[src/rtl/edge_det_multi.sv]
// Multi-channel edge detector: per-channel synchroniser, mode-selected edge pulse, sticky W1C pending flag
// and saturating event counter. Define EDGE_DEBOUNCE_EN to add a per-channel stability filter.
module edge_det_multi #(
  parameter int CH        = 4,
  parameter int SYNC      = 2,
  parameter int CNT_W     = 8,
  parameter int DB_CYCLES = 3
) (
  input  logic                  clk,
  input  logic                  rst,
  input  logic [CH-1:0]         d_in,
  input  logic [2*CH-1:0]       mode,
  input  logic [CH-1:0]         clr,
  input  logic                  cnt_clr,
  output logic [CH-1:0]         d_out,
  output logic [CH-1:0]         pend,
  output logic                  any_pend,
  output logic [CH*CNT_W-1:0]   cnt
);

`ifdef EDGE_DEBOUNCE_EN
  localparam int W = SYNC + DB_CYCLES + 1;
`else
  // DB_CYCLES has no effect without the filter.
  localparam int W = SYNC + 1 + 0 * DB_CYCLES;
`endif
  localparam int WARM_W = $clog2(W + 1);

  logic [CH-1:0]     r_sync [SYNC];
  logic [CH-1:0]     r_prev;
  logic [CH-1:0]     r_dout;
  logic [CH-1:0]     r_pend;
  logic [CNT_W-1:0]  r_cnt [CH];
  logic [WARM_W-1:0] r_warm;

  logic [CH-1:0]     w_s;
  logic [CH-1:0]     w_filt;
  logic [CH-1:0]     w_edge;
  logic              w_warm_done;

  always_ff @(posedge clk or posedge rst) begin
    if (rst) begin
      for (int k = 0; k < SYNC; k++) r_sync[k] <= '0;
    end else begin
      r_sync[0] <= d_in;
      for (int k = 1; k < SYNC; k++) r_sync[k] <= r_sync[k-1];
    end
  end

  assign w_s = r_sync[SYNC-1];

`ifdef EDGE_DEBOUNCE_EN
  localparam int DB_W = $clog2(DB_CYCLES + 1);

  logic [DB_W-1:0] r_db [CH];
  logic [CH-1:0]   r_filt;

  // f follows s only after s has differed from f for DB_CYCLES consecutive clocks.
  always_ff @(posedge clk or posedge rst) begin
    if (rst) begin
      r_filt <= '0;
      for (int i = 0; i < CH; i++) r_db[i] <= '0;
    end else begin
      for (int i = 0; i < CH; i++) begin
        if (w_s[i] == r_filt[i]) begin
          r_db[i] <= '0;
        end else if (r_db[i] == DB_W'(DB_CYCLES - 1)) begin
          r_filt[i] <= w_s[i];
          r_db[i]   <= '0;
        end else begin
          r_db[i] <= r_db[i] + DB_W'(1);
        end
      end
    end
  end

  assign w_filt = r_filt;
`else
  assign w_filt = w_s;
`endif

  always_ff @(posedge clk or posedge rst) begin
    if (rst) begin
      r_warm <= '0;
    end else if (r_warm != WARM_W'(W)) begin
      r_warm <= r_warm + WARM_W'(1);
    end
  end

  // Masks the edge the pipeline would otherwise see while it fills with the post-reset level.
  assign w_warm_done = (r_warm == WARM_W'(W));

  always_comb begin
    w_edge = '0;
    for (int i = 0; i < CH; i++) begin
      case (mode[2*i +: 2])
        2'b01:   w_edge[i] = w_filt[i] & ~r_prev[i];
        2'b10:   w_edge[i] = ~w_filt[i] & r_prev[i];
        2'b11:   w_edge[i] = w_filt[i] ^ r_prev[i];
        default: w_edge[i] = 1'b0;
      endcase
    end
    if (!w_warm_done) w_edge = '0;
  end

  always_ff @(posedge clk or posedge rst) begin
    if (rst) begin
      r_prev <= '0;
      r_dout <= '0;
      r_pend <= '0;
    end else begin
      r_prev <= w_filt;
      r_dout <= w_edge;
      r_pend <= w_edge | (r_pend & ~clr);
    end
  end

  always_ff @(posedge clk or posedge rst) begin
    if (rst) begin
      for (int i = 0; i < CH; i++) r_cnt[i] <= '0;
    end else begin
      for (int i = 0; i < CH; i++) begin
        if (cnt_clr) begin
          r_cnt[i] <= w_edge[i] ? CNT_W'(1) : '0;
        end else if (w_edge[i] && (r_cnt[i] != {CNT_W{1'b1}})) begin
          r_cnt[i] <= r_cnt[i] + CNT_W'(1);
        end
      end
    end
  end

  for (genvar g = 0; g < CH; g++) begin : g_cnt
    assign cnt[g*CNT_W +: CNT_W] = r_cnt[g];
  end

  assign d_out    = r_dout;
  assign pend     = r_pend;
  assign any_pend = |r_pend;

endmodule

[config.mk]
export PLATFORM = sky130hd
export DESIGN_NAME = edge_det_multi
export DESIGN_NICKNAME = d
export VERILOG_FILES = /design/src/rtl/edge_det_multi.sv
export SDC_FILE = /design/constraint.sdc
export NUM_CORES = 1
export LEC_CHECK = 0
export CAP_MARGIN = 20
export CORE_AREA = 5 5 79 81
export CTS_CLUSTER_SIZE = 40
export DETAILED_ROUTE_END_ITERATION = 16
export DIE_AREA = 0 0 84 86
export PLACE_DENSITY = 0.78
export SLEW_MARGIN = 20
export SYNTH_ARGS = -nofsm -noshare
export SYNTH_HDL_FRONTEND = slang
export SYNTH_SLANG_ARGS = --single-unit
[constraint.sdc]
create_clock -name clk -period 2.1 [get_ports clk]
set_input_delay 0.42 -clock clk [delete_from_list [all_inputs] [get_ports clk]]
set_output_delay 0.42 -clock clk [all_outputs]
set_load 0.02 [all_outputs]
==> results of run 1 <==
==> routing by layer <==
layer  global-route usage (%)  routed length [microns]  vias up
met4                     6.29                       65        0
li1                         -                        -     1110
met1                     19.4                     2510     1080
met2                     29.4                     2920       60
met5                        0                        0        -
met3                     3.55                      275        5
==> final cells by class <==
cell class	instances	share of cell area, %
Timing Repair Buffer	70	19.6
Tap cell	72	2.57
Multi-Input combinational cell	183	34.3
Sequential cell	54	38.6
Clock buffer	6	2.36
Inverter	24	2.57
==> worst max-delay path by stage <==
stage	slack, ns	cells after the start	end	from
floorplan	0.23	6	cnt[21]	w_filt[2]
global placement	-0.09	5	cnt[21]	mode[5]
detailed placement	-0.10	5	cnt[21]	mode[5]
CTS	0.1	6	cnt[14]	w_filt[1]
global route	0.006	7	cnt[10]	w_filt[1]
finish	0.13	6	cnt[14]	w_filt[1]
==> sequential cells by signal (all words and copies together), names as in the netlist <==
register	cells
cnt	32
d_out	4
pend	4
r_prev	4
r_sync	4
w_filt	4
r_warm	2
==> kinds of logic after synthesis <==
| group | Yosys count |
|---|---|
| AO/OA/AOI/OAI | 65 |
| multiplexers | 7 |
| buffers and inverters | 32 |
| XOR/XNOR | 1 |
| adder cells (fa/ha/maj) | 13 |
| flip-flops | 54 |
| AND/OR/NAND/NOR | 97 |
==> Yosys cell counts <==
library cell / number / area (sq um)
nor2b_1: 3 / 18.8
nand3_1: 11 / 55.1
o21bai_1: 1 / 7.51
a211oi_1: 2 / 15.0
or3_1: 12 / 75.1
xnor2_1: 1 / 8.76
o221ai_1: 4 / 35.0
and3_1: 4 / 25.0
dfrtp_1: 54 / 1350
mux2_2: 3 / 33.8
a21oi_1: 25 / 125
a311oi_1: 3 / 26.3
o31ai_1: 11 / 82.6
or4_1: 7 / 52.6
clkbuf_1: 6 / 22.5
nand2_1: 21 / 78.8
nand4_1: 7 / 43.8
buf_2: 2 / 10.0
or2_2: 1 / 6.26
o211ai_1: 1 / 7.51
nand2b_1: 8 / 50.1
a41o_1: 1 / 10.0
a311o_1: 4 / 40.0
nor4_1: 3 / 18.8
clkinv_1: 1 / 3.75
o21ai_0: 12 / 60.1
nor2_1: 16 / 60.1
ha_1: 13 / 163
nor3_1: 4 / 20.0
o2111ai_1: 1 / 8.76
mux2i_1: 4 / 40.0
inv_1: 23 / 86.3
==> report_power, final <==
| part | leakage, uW | internal (uW) | switching, uW |
|---|---|---|---|
| Sequential | 0.000689 | 1090 | 47.7 |
| Clock | 0.0000431 | 255 | 313 |
| Combinational | 0.000710 | 191 | 207 |
| Total | 0.00144 | 1540 | 567 |
==> critical path, stage by stage (launching register included) <==
cell      delay, ns
dfrtp_1        0.37
inv_1          0.05
ha_1           0.28
nand2b_1       0.13
a311o_1        0.38
or4_1          0.52
a21oi_1        0.16
==> timing repair <==
item,CTS,global route
endpoints found under the setup margin,0,2
setup buffers,0,1
gates resized for setup,0,5
hold endpoints to repair,0,0
==> metrics by stage <==
step	instances	setup TNS [ns]
final	409	0
after global routing	409	0
after CTS	408	0
after detailed placement	402	-1.17
after global placement	402	-0.590
after floorplan	269	0
==> results.tsv, run 1 <==
metric	value	unit
Chip Height	86	microns
hold_buf cts	0	
Seq/Total Area, Yosys	51.2	%
first-pass GRT wire length	9.76	mm
Routed Antenna Nets	0	
final worst slack	0.129	ns
share of layout cells above drive strength 1	8.01	%
gr usage total	16.5	%
synth warn	0	
register area	1350	sq um
Ports	60	
R2R Path End	cnt[14]	
CP Data Required Time	2.33	ns
most frequent cells in the layout	59 x clkdlybuf4s50_1, 54 x dfrtp_1, 24 x a21oi_1, 22 x inv_1, 21 x nand2_1	
fmax	507	MHz
maximum vdd ir drop	0.342	mV
largest net degree at the start of global routing	55	
Crit Path Max Fanout	6	
post-route cell area	3500	sq um
via count	2255	
number of synthesized register bits	54	
Worst-Margin Slew	0.500	ns
P_leak	0.00144	uW
max_cap viols	0	
PD cells	602	nW/um^2
Final HPWL DP	4.13	mm
RSZ-0062 raised after global routing	no	
Synth Area in XOR/XNOR	0.332	%
clk root buf	clkbuf_8	
CTS H-tree lvls	2	
post-layout util	64.8	%
post-synthesis cell area	2640	sq um
multi-input combinational cell area	1200	sq um
Hold Path Cell Cnt	0	
Initial DRC Count	116	
CTS tree	done	
Layout area overhead	32.5	%
path category of the worst min-delay check	reg -> reg	
most common cell after layout, fill and taps aside	clkdlybuf4s50_1	
Worst-path clk slew	0.09	ns
post-synthesis simple-gate area fraction	19.1	%
Slew headroom	66.4	%
initial antenna violation count	0	
Clock Sinks	54	
Startpoint Class	flip-flop	
Hold EP	w_filt[0]	
Syn Inst Count	269	
R2R cell count	6	
worst r2r src	w_filt[1]	
DP Worst Slack	-0.104	ns
number of global-route vias before repair	2201	
R2R setup slack	0.13	ns
die footprint	7220	sq um
Hold Startpoint	r_sync[4]	
main combinational cell family by area after synthesis	simple AND/OR/NAND/NOR gates	
crit share post-route	93.8	%
Final Max Slew Viols	0	
routed wire length	5.76	mm
GRT Residual Overflow	0	
drt via density	5.51	
drt pass-1 iters	5	
Compound-Gate Fraction of Synth Area	15.8	%
count of cell types in the netlist	32	
latest clock arrival within the worst-skew pair	0.30	ns
nets	370	
n_diodes	0	
clock buffer count from CTS	5	
Buffers on Ports	59	
Post-Synth Adder-Cell Area	6.16	%
Fin. Hold Viols	0	
CP Data Arrival Time	2.20	ns
final setup fails	0	
Bufs on Longest Clock Path	2	
DP Area	3380	sq um
FILL cells	458	
Avg Cell Area, Syn	9.82	sq um
# rows	27	
mux cell area share after synthesis	2.79	%
Tot Pwr	2110	uW
RD Place Congestion	0.814	
DR DRC count	0	
status	finished, final reports clean	
min Tclk post-route	1.97	ns
CORE AREA	5410	sq um
per-cell routed wire length	14.1	microns
syn nets	301	
kind of critical path	reg -> reg	
WHS	0.352	ns
clk_skew	0.00981	ns
Die W	84	microns
Crit. End Element	flip-flop	
Initial Util	48.9	%
Note: power is estimated with default switching activity, not from simulation.
==> inputs of run 2 (changes only) <==
--- a/config.mk
+++ b/config.mk
@@ -10,7 +10,9 @@
 export CTS_CLUSTER_SIZE = 40
 export DETAILED_ROUTE_END_ITERATION = 16
 export DIE_AREA = 0 0 84 86
+export HOLD_SLACK_MARGIN = 0.05
 export PLACE_DENSITY = 0.78
+export SKIP_CTS_REPAIR_TIMING = 1
 export SLEW_MARGIN = 20
 export SYNTH_ARGS = -nofsm -noshare
 export SYNTH_HDL_FRONTEND = slang
==> results of run 2 <==
No change in the layout: final DEF, timing and power equal those of run 1.
